==> src/rtl/bp_update_ctrl.sv <==
// bp_update_ctrl
//   Sequences writes into the single-ported branch-predictor BHT. Resolved
//   branches from execute are buffered in a small FIFO and written when the
//   fetch lookup leaves the port idle, or forcibly when the FIFO is full or
//   the head has waited STARVE_MAX cycles. An invalidate request flushes the
//   FIFO and sweeps every BHT entry with valid=0.
// Ports
//   i_clk, i_reset            clock, synchronous active-high reset
//   i_upd_valid/o_upd_ready   update handshake; i_upd_pc/_target/_taken payload
//   i_inv_req, o_inv_busy     invalidate pulse / sweep in progress
//   i_lookup_act              fetch wants the port; o_lookup_stall = denied
//   o_wr_en, o_wr_idx, o_wr_pc, o_wr_target, o_wr_taken, o_wr_vld  BHT write port
module bp_update_ctrl #(
  parameter int PC_W       = 48,
  parameter int BHT_SIZE   = 256,
  parameter int FIFO_DEPTH = 4,
  parameter int STARVE_MAX = 8,
  localparam int IDX_W     = $clog2(BHT_SIZE)
) (
  input  logic             i_clk,
  input  logic             i_reset,
  input  logic             i_upd_valid,
  output logic             o_upd_ready,
  input  logic [PC_W-1:0]  i_upd_pc,
  input  logic [PC_W-1:0]  i_upd_target,
  input  logic             i_upd_taken,
  input  logic             i_inv_req,
  output logic             o_inv_busy,
  input  logic             i_lookup_act,
  output logic             o_lookup_stall,
  output logic             o_wr_en,
  output logic [IDX_W-1:0] o_wr_idx,
  output logic [PC_W-1:0]  o_wr_pc,
  output logic [PC_W-1:0]  o_wr_target,
  output logic             o_wr_taken,
  output logic             o_wr_vld
);
  localparam int AW    = $clog2(FIFO_DEPTH);
  localparam int AGE_W = $clog2(STARVE_MAX + 1);
  localparam logic [AGE_W-1:0] AGE_MAX  = AGE_W'(STARVE_MAX);
  localparam logic [IDX_W-1:0] IDX_LAST = IDX_W'(BHT_SIZE - 1);

  typedef enum logic {S_IDLE, S_SWEEP} state_t;

  state_t           r_state;
  logic [IDX_W-1:0] r_sweep;
  logic [AW:0]      r_wptr, r_rptr;   // extra wrap bit separates full from empty
  logic [AGE_W-1:0] r_age;
  logic [PC_W-1:0]  r_pc_q  [FIFO_DEPTH];
  logic [PC_W-1:0]  r_tgt_q [FIFO_DEPTH];
  logic             r_tk_q  [FIFO_DEPTH];

  logic            w_idle, w_empty, w_full, w_force, w_pop, w_push;
  logic [PC_W-1:0] w_head_pc, w_head_tgt;
  logic            w_head_tk;

  assign w_idle     = (r_state == S_IDLE);
  assign w_empty    = (r_wptr == r_rptr);
  assign w_full     = (r_wptr[AW] != r_rptr[AW]) && (r_wptr[AW-1:0] == r_rptr[AW-1:0]);
  assign w_head_pc  = r_pc_q[r_rptr[AW-1:0]];
  assign w_head_tgt = r_tgt_q[r_rptr[AW-1:0]];
  assign w_head_tk  = r_tk_q[r_rptr[AW-1:0]];

  // Age is held at zero while empty, so age==MAX implies a head exists.
  assign w_force = w_full || (r_age == AGE_MAX);
  assign w_pop   = !i_reset && w_idle && !w_empty && (!i_lookup_act || w_force);
  assign w_push  = !i_reset && w_idle && !i_inv_req && !w_full && i_upd_valid;

  // Outputs are decoded from registered state plus this cycle's requests:
  // the fetch stall and the accept must answer in the same cycle they are asked.
  always_comb begin
    o_upd_ready    = 1'b0;
    o_inv_busy     = 1'b0;
    o_lookup_stall = 1'b0;
    o_wr_en        = 1'b0;
    o_wr_idx       = '0;
    o_wr_pc        = '0;
    o_wr_target    = '0;
    o_wr_taken     = 1'b0;
    o_wr_vld       = 1'b0;
    if (!i_reset) begin
      if (w_idle) begin
        o_upd_ready = !w_full && !i_inv_req;
        if (w_pop) begin
          o_wr_en        = 1'b1;
          o_wr_vld       = 1'b1;
          o_wr_idx       = w_head_pc[IDX_W+1:2];
          o_wr_pc        = w_head_pc;
          o_wr_target    = w_head_tgt;
          o_wr_taken     = w_head_tk;
          o_lookup_stall = i_lookup_act;  // only a forced write pops under lookup
        end
      end else begin
        o_inv_busy     = 1'b1;
        o_wr_en        = 1'b1;
        o_wr_idx       = r_sweep;
        o_lookup_stall = i_lookup_act;
      end
    end
  end

  always_ff @(posedge i_clk) begin
    if (i_reset) begin
      r_state <= S_IDLE;
      r_sweep <= '0;
      r_wptr  <= '0;
      r_rptr  <= '0;
      r_age   <= '0;
    end else begin
      case (r_state)
        S_IDLE: begin
          if (i_inv_req) begin
            // Pending entries would be invalidated anyway: drop them.
            r_state <= S_SWEEP;
            r_sweep <= '0;
            r_wptr  <= '0;
            r_rptr  <= '0;
            r_age   <= '0;
          end else begin
            if (w_push) r_wptr <= r_wptr + 1'b1;
            if (w_pop)  r_rptr <= r_rptr + 1'b1;
            if (w_pop || w_empty)   r_age <= '0;
            else if (r_age != AGE_MAX) r_age <= r_age + 1'b1;
          end
        end
        S_SWEEP: begin
          // inv_req is ignored here; the counter wraps to 0 as we leave.
          r_sweep <= r_sweep + 1'b1;
          if (r_sweep == IDX_LAST) r_state <= S_IDLE;
        end
      endcase
    end
  end

  // Payload storage needs no reset; occupancy is tracked by the pointers.
  always_ff @(posedge i_clk) begin
    if (w_push) begin
      r_pc_q[r_wptr[AW-1:0]]  <= i_upd_pc;
      r_tgt_q[r_wptr[AW-1:0]] <= i_upd_target;
      r_tk_q[r_wptr[AW-1:0]]  <= i_upd_taken;
    end
  end
endmodule

==> config.mk <==
export PLATFORM = sky130hd
export DESIGN_NAME = bp_update_ctrl
export DESIGN_NICKNAME = d
export VERILOG_FILES = /design/src/rtl/bp_update_ctrl.sv
export SDC_FILE = /design/constraint.sdc
export NUM_CORES = 1
export LEC_CHECK = 0
export BUFFER_PORTS_ARGS = -buffer_cell sky130_fd_sc_hd__buf_2
export CAP_MARGIN = 10
export CORE_UTILIZATION = 45
export CTS_BUF_LIST = sky130_fd_sc_hd__clkbuf_8
export CTS_CLUSTER_SIZE = 28
export DETAILED_ROUTE_END_ITERATION = 8
export SYNTH_ARGS = -nofsm -noshare
export SYNTH_HDL_FRONTEND = slang
export SYNTH_SLANG_ARGS = --single-unit
==> constraint.sdc <==
create_clock -name i_clk -period 10.5 [get_ports i_clk]
set_clock_uncertainty 0.15 [all_clocks]
set_input_delay 2.1 -clock i_clk [delete_from_list [all_inputs] [get_ports i_clk]]
set_output_delay 2.1 -clock i_clk [all_outputs]
set_load 0.02 [all_outputs]
### After elaboration in Yosys (flattened, before gate mapping)

Memories as Yosys holds them, arrays and structs flattened. A register that Yosys moved wholly into a read port is not among the register bits.
Cells that the tools add are included.

| word-level totals | value |
|---|---|
| word-level logic and storage cells | 86 |
| memories kept | 3 |
| RAM bits | 388 |
| bits in registers | 19 |

| operators by class | value |
|---|---|
| equality and inequality tests | 7 |
| add/sub/neg operators | 4 |
| reductions and logical operators | 22 |
| bitwise logic cells | 1 |
| multiplexer cells | 44 |

Memories:

| memory | words | bits a word | read ports | clocked after memory_dff | write ports | RTL line | RTL |
|---|---|---|---|---|---|---|---|
| r_pc_q | 4 | 48 | 1 | 1 | 1 | 49 | `logic [PC_W-1:0] r_pc_q [FIFO_DEPTH];` |
| r_tgt_q | 4 | 48 | 1 | 1 | 1 | 50 | `logic [PC_W-1:0] r_tgt_q [FIFO_DEPTH];` |
| r_tk_q | 4 | 1 | 1 | 1 | 1 | 51 | `logic r_tk_q [FIFO_DEPTH];` |

Operators by type and width:

| cell | count |
|---|---|
| 2-to-1 mux 48 bit | 6 |
| 2-to-1 mux 8 bit | 4 |
| 2-to-1 mux 1 bit | 19 |
| one-hot mux 8 bit (2 select lines) | 1 |
| 2-to-1 mux 2 bit | 6 |
| 2-to-1 mux 3 bit | 4 |
| 2-to-1 mux 4 bit | 3 |
| adder 8 x 1 -> 8 bit, second input constant | 1 |
| equality test 8 bit, second input constant | 1 |
| logical AND 1 bit | 8 |
| adder 3 x 1 -> 3 bit, second input constant | 2 |
| AND reduction 2 bit | 3 |
| logical NOT 1 bit | 5 |
| adder 4 x 1 -> 4 bit, second input constant | 1 |
| equality test 4 bit, second input constant | 1 |
| != test 4 bit, second input constant | 1 |
| nonzero test 2 bit | 2 |
| equality test 3 bit | 1 |
| logical OR 1 bit | 3 |
| nonzero test 3 bit | 1 |
| equality test 2 bit | 1 |
| != test 2 bit, second input constant | 1 |
| one-hot mux 1 bit (2 select lines) | 1 |
| != test 1 bit | 1 |
| inverter 1 bit | 1 |

### Depth between registers and ports, before layout

Gate-level depths: netlist of run 1.

| depth | value |
|---|---|
| depth in word-level cells | 9 |
| gate-level depth with buffers | 9 |
| mapped depth without buffers | 8 |

### Worst setup path after synthesis of run 1

Ideal clock, no wire load.

| path | value |
|---|---|
| path type | in2reg |
| from | in i_inv_req |
| to | mem r_pc_q[0][0], enable pin |
| buffers on the path | 1 |
| slack | 4.838 ns |
| library setup time | 0.467 ns |
| required time | 9.883 ns |
| cell stages on the path | 4 |
| arrival | 5.045 ns |
| cells stage by stage | buf_2 -> nor3_2 -> o311a_2 -> and2_1 |

| between the ends | value |
|---|---|
| longest elaborated chain between the ends | 6 |

RTL lines:

| element | RTL line | RTL |
|---|---|---|
| start, declared | 27 | `input logic i_inv_req,` |
| logical NOT 1 bit | 67 | `assign w_push = !i_reset && w_idle && !i_inv_req && !w_full && i_upd_valid;` |
| logical AND 1 bit (3 in series) | 67 |  |
| 2-to-1 mux 1 bit | 137 | `if (w_push) begin` |
| 2-to-1 mux 1 bit (implied by the code) | 138 | `r_pc_q[r_wptr[AW-1:0]] <= i_upd_pc;` |
| end, declared | 49 |  |

No other way between the ends.

### Final worst setup path of run 1

| path | value |
|---|---|
| from | in i_reset |
| to | out o_wr_idx[4] |

| between the ends | value |
|---|---|
| longest elaborated chain between the ends | 7 |

RTL lines:

| element | RTL line | RTL |
|---|---|---|
| start, declared | 21 | `input logic i_reset,` |
| logical NOT 1 bit | - |  |
| logical AND 1 bit (3 in series) | 66 | `assign w_pop = !i_reset && w_idle && !w_empty && (!i_lookup_act \|\| w_force);` |
| 2-to-1 mux 8 bit | 84 | `if (w_pop) begin` |
| 2-to-1 mux 8 bit | 82 | `if (w_idle) begin` |
| 2-to-1 mux 8 bit * | 81 | `if (!i_reset) begin` |
| end, declared | 32 | `output logic [IDX_W-1:0] o_wr_idx,` |

Mark *: on every way between the ends. The rest lies on a longest branch, timed or not.

==> results.py, run 1 <==
metrics = {
    "clock_network": {
        "cts_max_level": 3,
        "clk_pin_slew_worst_paths_ns": 0.06,
        "cts_root_buffer": "clkbuf_8",
        "clock_latency_ns": 0.56,
        "cts_resized": 0,
        "post_cts_buffers": 0,
        "cts_tree": "built",
        "cts_hold_buf": 0,
        "clock-sinks": 409,
        "clk_path_buf_depth": 3,
        "cts_buffers": 68,
    },
    "drt": {
        "routed-wl-met2_mm": 14.6,
        "dr.pass1.iters": 4,
        "drt_iter0_markers": 388,
        "vias_per_cell": 5.15,
        "highest_layer": "met5",
        "wl_met1_mm": 13.4,
        "drc": 0,
        "wl_mm": 30.6,
        "wl_met3_mm": 2.19,
        "avgRoutedWirePerCell_um": 20.2,
        "num_vias": 7789,
        "detail-route-antenna-nets": 0,
    },
    "critical_path": {
        "r2r_end": "r_pc_q[1][20]$_DFFE_PP_",
        "worstPathArrival_ns": 3.98,
        "cp-startpoint": "i_reset",
        "worstPathRequired_ns": 8.25,
        "rr_worst_depth": 4,
        "cp-end-kind": "output pin",
        "path_class": "in2out",
        "max_stage_delay_ns": 0.63,
        "crit_path_end": "o_wr_idx[4]",
        "path_buf_inv": 4,
        "crit_top_cell": "buf_2",
        "r2r-start": "r_state$_SDFF_PP0_",
        "crit_slowest_cell": "buf_4",
        "path_delay_family": "buffers and inverters",
        "cp_cell_sequence": "buf_2 -> nor2_1 -> nand3_2 -> inv_2 -> buf_4 -> and2_4 -> a21o_1 -> buf_2",
        "r2r_slack_ns": 7.34,
        "worstSetupPathDepth": 8,
        "start_kind": "primary input",
        "cp_max_fo": 99,
    },
    "timing": {
        "tightest_slew_ns": 0.916,
        "period_share_pct": 59.3,
        "period_minus_slack_ns": 6.23,
        "slew_violations": 0,
        "rsz0062_at_grt": "no",
        "fmax_mhz": 161,
        "max_slew_margin_pct": 38.9,
        "setup_violations": 0,
        "hold_violations": 0,
        "tns_ns": 0,
    },
    "hold_path": {
        "hold_class": "reg2reg",
    },
    "synth": {
        "avgSynthCellArea_um2": 20.9,
        "synth_edf_count": 388,
        "synth.most_common_cell": "edfxtp_1",
        "synth_ff_type": "edfxtp_1",
        "yosys.area.top_type": "edfxtp_1",
        "synth.net_count": 870,
        "synth_cell_types": 42,
        "synth_top_area_share_pct": 73.2,
        "async_flop_share_pct": 0,
        "synth-seq-cells": 409,
        "netlist_area_um2": 15900,
        "netlist_top_cells_count": "edfxtp_1 (388), mux4_2 (97), and2_1 (94)",
        "synth-seq-area-share_pct": 75.9,
        "synth_cells": 760,
        "yosysWarnings": 0,
        "synth_area_leaders": "edfxtp_1 (73%), mux4_2 (14%), and2_1 (3.7%)",
    },
    "global_route": {
        "grt_usage_pct": 17.3,
        "antenna_found_initial": 6,
        "grt_overflow": 0,
        "grt_pass1_vias": 8220,
        "grt_start_max_net_pins": 100,
        "grt_pass1_wl_mm": 46.7,
    },
    "pwr": {
        "p_leak_nw": 6.52,
        "netSwitchingPower_uw": 633,
        "clock_power_share_pct": 38.9,
        "pwr_density_cell_nw_per_um2": 168,
        "seqPwrFrac_pct": 58.0,
        "max-vdd-ir-drop_mv": 0.105,
        "switching_share_pct": 20.3,
        "pwr-share-comb_pct": 3.1,
        "p_int_mw": 2.48,
    },
    "layout": {
        "drive_above_1_share_pct": 39.2,
        "finish.utilization_pct": 53.5,
        "fin_area_um2": 18500,
        "syn_to_final_growth_pct": 16.4,
        "fin_nets": 1121,
    },
    "placement": {
        "io_buffers": 211,
        "placed_area_um2": 17300,
        "place.gp.congestion": 0.769,
        "dpl.hpwl_mm": 17.1,
    },
    "die": {
        "rows": 68,
        "core-area_um2": 34600,
        "io_pins": 212,
        "die_y_um": 190,
        "dieArea_um2": 36100,
        "initial_core_util_pct": 45.9,
        "die_width_um": 190,
    },
    "job": {
        "maxCapViolations": 0,
    },
    "status": {
        "status": "complete, no violations",
    },
}
worst min path at each step:
stage                                 end  slack, ns  depth (start not counted)                  start
finish              r_age[0]$_SDFFE_PP0P_       0.33                          2  r_age[0]$_SDFFE_PP0P_
global route        r_age[3]$_SDFFE_PP0P_       0.37                          2  r_age[3]$_SDFFE_PP0P_
CTS                 r_age[0]$_SDFFE_PP0P_       0.33                          2  r_age[0]$_SDFFE_PP0P_
detailed placement  r_age[2]$_SDFFE_PP0P_       0.32                          1  r_age[2]$_SDFFE_PP0P_
global placement    r_age[2]$_SDFFE_PP0P_       0.31                          1  r_age[2]$_SDFFE_PP0P_
floorplan           r_age[2]$_SDFFE_PP0P_       0.28                          1  r_age[2]$_SDFFE_PP0P_
per-layer routing:
metal | vias up | track usage, %
li1 | 3580 | -
met1 | 3942 | 23.0
met2 | 222 | 27.4
met3 | 39 | 5.04
met4 | 6 | 5.49
met5 | - | 0
cell usage in the layout, fill, tap and decap left out, types with 11 or more instances in the layout:
master    count
a21oi_1      15
and2_1       91
and2_4       12
buf_2       211
clkbuf_8     71
clkinv_1     11
dfxtp_1      19
edfxtp_1    388
inv_1        29
mux4_2       97
nor2_1       15
worst register-to-register path, stage by stage, from the launching register on:
cell     delay [ns]
dfxtp_1        0.53
nor3_2         0.30
o311a_2        0.31
and2_4         0.71
buf_4          0.73
cell type report:
type                            instances  area, um^2
Tap cell                              455         569
Inverter                                7        26.3
Antenna cell                            6        15.0
Fill cell                            2770       16100
Sequential cell                       409       12100
Timing Repair Buffer                  219        1120
Multi-Input combinational cell        306        3560
Clock inverter                         38         175
Clock buffer                           71         977
kinds of logic (layout without fill, tap and decap cells):
| kind of cell | count (synthesis) | count (layout) | share of synthesized area (%) |
|---|---|---|---|
| multiplexers | 99 | 99 | 13.9 |
| flip-flops | 409 | 409 | 75.9 |
| other | 0 | 6 | 0 |
| adder cells (fa/ha/maj) | 8 | 8 | 0.629 |
| buffers and inverters | 45 | 335 | 1.79 |
| AND/OR/NAND/NOR | 154 | 154 | 5.84 |
| XOR/XNOR | 8 | 8 | 0.440 |
| AO/OA/AOI/OAI | 37 | 37 | 1.55 |
state kept, by name, indices dropped and copies added (netlist names), named ones only:
name,count
r_age,4
r_pc_q,192
r_tgt_q,192
r_rptr,3
r_wptr,3
r_state,1
r_sweep,8
r_tk_q,4
stage by stage:
step | instances | total power [mW] | setup slack, ns | hold slack (ns)
floorplan | 760 | 1.89 | 4.84 | 0.282
global placement | 1396 | 1.93 | 4.28 | 0.314
detailed placement | 1396 | 1.94 | 4.21 | 0.320
CTS | 1505 | 3.16 | 4.23 | 0.333
global route | 1505 | 3.23 | 4.06 | 0.371
finish | 1511 | 3.11 | 4.27 | 0.330
power groups by stage:
| stage | clock network (mW) | logic (mW) | registers [mW] |
|---|---|---|---|
| 2_1_floorplan | 0 | 0.0526 | 1.84 |
| 3_3_place_gp | 0 | 0.0974 | 1.84 |
| 3_5_place_dp | 0 | 0.0993 | 1.84 |
| 4_1_cts | 1.25 | 0.0996 | 1.80 |
| 5_1_grt | 1.32 | 0.107 | 1.80 |
| 6_report | 1.21 | 0.0977 | 1.80 |
No activity file was read; power rests on OpenSTA's default activity.
==> inputs of run 2 (changes only) <==
==> constraint.sdc (replaced) <==
create_clock -name i_clk -period 6.4 [get_ports i_clk]
set_clock_uncertainty 0.15 [all_clocks]
set_input_delay 1.28 -clock i_clk [delete_from_list [all_inputs] [get_ports i_clk]]
set_output_delay 1.28 -clock i_clk [all_outputs]
set_load 0.02 [all_outputs]
==> run 2 against run 1 <==
  * Critical path depth stayed put
  * Count of clock-buffer cells in the layout is 2 higher
  * Non-clock buffer count is 2 higher
  * Critical path type unchanged
  * Core utilization is 0.35 points higher
  * Global-route usage is 0.24 points higher
==> results.py, run 2 (synthesis gave the netlist of run 1 again) <==
metrics = {
    "clock_network": {
        "cts_root_buffer": "clkbuf_8",
        "clk_path_buf_depth": 3,
        "cts_tree": "built",
        "cts_max_level": 3,
        "clock-sinks": 409,
        "cts_resized": 0,
        "post_cts_buffers": 0,
        "clock_latency_ns": 0.56,
        "cts_buffers": 68,
        "clk_pin_slew_worst_paths_ns": 0.06,
        "cts_hold_buf": 0,
    },
    "timing": {
        "slew_violations": 0,
        "fmax_mhz": 226,
        "hold_violations": 0,
        "rsz0062_at_grt": "no",
        "period_share_pct": 69.0,
        "tightest_slew_ns": 1.03,
        "final.setup.worst_slack_ns": 1.98,
        "period_minus_slack_ns": 4.42,
        "tns_ns": 0,
        "setup_violations": 0,
        "hold_slack_ns": 0.322,
        "max_slew_margin_pct": 31.5,
    },
    "drt": {
        "drt_iter0_markers": 537,
        "vias_per_cell": 5.22,
        "detail-route-antenna-nets": 0,
        "wl_mm": 30.7,
        "drc": 0,
        "num_vias": 7879,
        "avgRoutedWirePerCell_um": 20.3,
        "dr.pass1.iters": 6,
    },
    "critical_path": {
        "cp_max_fo": 64,
        "path_class": "in2out",
        "r2r_end": "r_tk_q[1]$_DFFE_PP_",
        "cp_cell_sequence": "buf_2 -> nor2_1 -> nand3_2 -> inv_2 -> buf_12 -> and2_4 -> a21o_1 -> buf_2",
        "worstPathRequired_ns": 4.97,
        "cp-end-kind": "output pin",
        "r2r_slack_ns": 3.43,
        "r2r-start": "r_state$_SDFF_PP0_",
        "max_stage_delay_ns": 0.44,
        "crit_top_cell": "buf_2",
        "worstPathArrival_ns": 2.99,
        "path_delay_family": "buffers and inverters",
        "rr_worst_depth": 4,
        "start_kind": "primary input",
        "path_buf_inv": 4,
        "crit_slowest_cell": "inv_2",
    },
    "global_route": {
        "grt_start_max_net_pins": 65,
        "antenna_found_initial": 6,
        "grt_usage_pct": 17.5,
        "grt_overflow": 0,
        "grt_pass1_wl_mm": 47.6,
        "grt_pass1_vias": 8410,
    },
    "layout": {
        "layout_common_cells": "edfxtp_1 (388), buf_2 (211), mux4_2 (97)",
        "layout_commonest_cell": "edfxtp_1",
        "fin_nets": 1123,
        "nFillCells": 2742,
        "syn_to_final_growth_pct": 17.2,
        "drive_above_1_share_pct": 39.8,
    },
    "pwr": {
        "max-vdd-ir-drop_mv": 0.139,
        "pwr_density_cell_nw_per_um2": 279,
        "p_leak_nw": 6.57,
    },
    "die": {
        "io_pins": 212,
        "rows": 68,
        "die_y_um": 190,
        "die_width_um": 190,
        "dieArea_um2": 36100,
        "core-area_um2": 34600,
        "initial_core_util_pct": 45.9,
    },
    "hold_path": {
        "hold_class": "reg2reg",
        "hold_path_startpoint": "r_age[2]$_SDFFE_PP0P_",
        "hold_end": "r_age[2]$_SDFFE_PP0P_",
        "holdPathStages": 1,
    },
    "placement": {
        "pre_cts_ws_ns": 1.92,
        "io_buffers": 211,
        "dpl.hpwl_mm": 17.7,
        "place.gp.congestion": 0.744,
    },
    "job": {
        "maxCapViolations": 0,
    },
    "status": {
        "status": "complete, no violations",
    },
}
-- run 2: worst max path at each step --
stage	startpoint	to	slack, ns	cells past startpoint
2_1_floorplan	i_inv_req	r_pc_q[0][0]$_DFFE_PP_	1.56	4
3_5_place_dp	i_reset	o_wr_idx[4]	1.92	8
3_3_place_gp	i_reset	o_wr_idx[5]	1.98	8
5_1_grt	i_reset	o_wr_idx[3]	1.80	8
4_1_cts	i_reset	o_wr_idx[4]	1.92	8
6_report	i_reset	o_wr_idx[3]	1.98	8
-- run 2: final cells by class --
cell class | instances | area [um^2] | area share [%]
clock buffer | 73 | 1000 | 5.39
tap | 455 | 569 | 3.05
multi-input combinational | 306 | 3560 | 19.1
timing repair buffer | 221 | 1190 | 6.40
sequential | 409 | 12100 | 64.8
antenna | 1 | 2.50 | 0.0134
inverter | 7 | 26.3 | 0.141
clock inverter | 38 | 204 | 1.09
-- run 2: metal layers --
| layer | track usage, % | vias to the layer above | share of wire (%) |
|---|---|---|---|
| met5 | 0 | - | 0.20 |
| met2 | 27.9 | 239 | 48 |
| met3 | 5.18 | 53 | 7.2 |
| met1 | 23.3 | 4011 | 43 |
| met4 | 5.18 | 10 | 1.4 |
| li1 | - | 3566 | - |
-- run 2: report_power, final --
group | leakage, nW | total (mW) | internal, mW | switching, mW
combinational | 2.20 | 0.163 | 0.0692 | 0.0939
sequential | 3.67 | 2.96 | 2.95 | 0.00965
clock | 0.704 | 2.07 | 1.12 | 0.949
total | 6.57 | 5.19 | 4.14 | 1.05
-- run 2: per-stage QoR --
| step | cells | area [um^2] | total power, mW | utilization, % |
|---|---|---|---|---|
| final | 1510 | 18600 | 5.19 | 53.8 |
| after global routing | 1509 | 18600 | 5.38 | 53.8 |
| after CTS | 1509 | 18600 | 5.26 | 53.8 |
| after detailed placement | 1398 | 17400 | 3.18 | 50.3 |
| after global placement | 1398 | 17400 | 3.18 | 50.3 |
| after floorplan | 760 | 15900 | 3.10 | - |
==> inputs of run 3 (changes only) <==
==> constraint.sdc (replaced) <==
create_clock -name i_clk -period 4.56 [get_ports i_clk]
set_clock_uncertainty 0.15 [all_clocks]
set_input_delay 0.912 -clock i_clk [delete_from_list [all_inputs] [get_ports i_clk]]
set_output_delay 0.912 -clock i_clk [all_outputs]
set_load 0.02 [all_outputs]
==> run 3 against run 2 <==
  * Register-to-register slack lost 1.5 ns
  * Global-route usage shrank 0.21 points
  * Critical path depth shrank 4
  * Via count grew 0.58%
  * Sequential share of layout area shrank 0.36 points
  * Critical endpoint is now o_wr_pc[19]
  * Largest power group unchanged
==> results.py, run 3 (synthesis gave the netlist of run 1 again) <==
metrics = {
    "status": {
        "status": "complete, no violations",
    },
    "clock_network": {
        "cts_hold_buf": 0,
        "cts_buffers": 67,
        "cts_resized": 0,
        "clock-sinks": 409,
        "clock_latency_ns": 0.56,
        "post_cts_buffers": 0,
        "clk_pin_slew_worst_paths_ns": 0.06,
        "cts_tree": "built",
        "cts_max_level": 3,
        "cts_root_buffer": "clkbuf_8",
        "clk_path_buf_depth": 3,
    },
    "pwr": {
        "netSwitchingPower_mw": 1.48,
        "clock_power_share_pct": 39.6,
        "p_leak_nw": 6.61,
        "pwr_density_cell_nw_per_um2": 387,
        "p_int_mw": 5.78,
        "pwr-share-comb_pct": 3.2,
        "seqPwrFrac_pct": 57.2,
        "switching_share_pct": 20.3,
        "max-vdd-ir-drop_mv": 0.223,
    },
    "critical_path": {
        "worstPathRequired_ns": 3.50,
        "rr_worst_depth": 4,
        "start_kind": "flip-flop",
        "path_class": "reg2out",
        "cp-end-kind": "output pin",
        "r2r-start": "r_state$_SDFF_PP0_",
        "cp_max_fo": 29,
        "worstPathArrival_ns": 2.66,
    },
    "placement": {
        "dpl.hpwl_mm": 18.4,
        "io_buffers": 211,
        "pre_cts_ws_ns": 1.18,
        "place.gp.congestion": 0.771,
        "placed_cells": 1404,
    },
    "timing": {
        "period_minus_slack_ns": 3.72,
        "hold_violations": 0,
        "hold_slack_ns": 0.332,
        "fmax_mhz": 269,
        "slew_violations": 0,
        "tightest_slew_ns": 0.746,
        "tns_ns": 0,
        "setup_violations": 0,
        "period_share_pct": 81.7,
        "rsz0062_at_grt": "no",
        "final.setup.worst_slack_ns": 0.837,
        "max_slew_margin_pct": 50.2,
    },
    "die": {
        "io_pins": 212,
        "die_width_um": 190,
        "die_y_um": 190,
        "dieArea_um2": 36100,
        "initial_core_util_pct": 45.9,
        "rows": 68,
        "core-area_um2": 34600,
    },
    "hold_path": {
        "hold_class": "reg2reg",
        "hold_path_startpoint": "r_age[2]$_SDFFE_PP0P_",
        "holdPathStages": 1,
    },
    "layout": {
        "layout_common_cells": "edfxtp_1 (388), buf_2 (211), mux4_2 (97)",
        "layout_commonest_cell": "edfxtp_1",
        "syn_to_final_growth_pct": 17.8,
        "fin_cells": 1524,
        "fin_nets": 1128,
        "drive_above_1_share_pct": 39.9,
        "nFillCells": 2748,
    },
    "global_route": {
        "grt_pass1_vias": 8175,
        "grt_usage_pct": 17.3,
        "antenna_found_initial": 9,
        "grt_pass1_wl_mm": 46.6,
        "grt_start_max_net_pins": 71,
        "grt_overflow": 0,
    },
    "drt": {
        "drt_iter0_markers": 438,
        "drc": 0,
        "wl_mm": 30.6,
        "detail-route-antenna-nets": 0,
        "dr.pass1.iters": 6,
        "vias_per_cell": 5.20,
        "num_vias": 7925,
        "avgRoutedWirePerCell_um": 20.1,
    },
    "job": {
        "maxCapViolations": 0,
    },
}
-- run 3: changes by cell type in the layout (fill, tap and decap cells not counted) --
cell	change
buf_12	+4
diode_2	+3
clkinv_1	+7
buf_4	+2
clkinv_2	+2
clkbuf_8	-2
inv_1	-2
-- run 3: metrics by stage --
step                util, %  power (mW)  cell area, um^2
global placement       50.6        4.46            17500
global route           54.1        7.54            18700
detailed placement     50.6        4.46            17500
floorplan                 -        4.35            15900
finish                 54.1        7.26            18700
CTS                    54.1        7.37            18700
-- run 3: final timing paths --
path / end / slack [ns]
setup reg to reg: r_tgt_q[1][2]$_DFFE_PP_ / 1.94
setup / recovery: o_wr_pc[19] / 0.84
hold / removal: r_age[2]$_SDFFE_PP0P_ / 0.33
hold reg to reg: r_age[2]$_SDFFE_PP0P_ / 0.33
-- run 3: layer usage --
layer | wire [um] | share of wire, % | global-route usage, %
met5 | 50 | 0.16 | 0
met4 | 391 | 1.3 | 5.40
met3 | 1960 | 6.4 | 5.28
met2 | 14900 | 49 | 27.6
met1 | 13300 | 43 | 22.7
-- run 3: cell type report --
type,count,area (um^2),share of cell area [%]
multi-input combinational,306,3560,19.0
antenna,4,10.0,0.0534
sequential,409,12100,64.5
timing repair buffer,227,1290,6.88
inverter,7,26.3,0.140
clock inverter,45,233,1.24
tap,455,569,3.04
clock buffer,71,977,5.21
-- run 3: power by group through the flow --
stage	combinational, mW	sequential, mW	clock (mW)
2_1_floorplan	0.121	4.23	0
3_3_place_gp	0.229	4.23	0
4_1_cts	0.234	4.15	2.98
6_report	0.230	4.15	2.88
5_1_grt	0.252	4.15	3.13
3_5_place_dp	0.233	4.23	0
-- run 3: worst max-delay path: stages (launching register included) --
cell and delay (ns):
dfxtp_4 0.74, buf_4 0.43, mux4_2 0.58, and2_1 0.17
buf_2 0.15
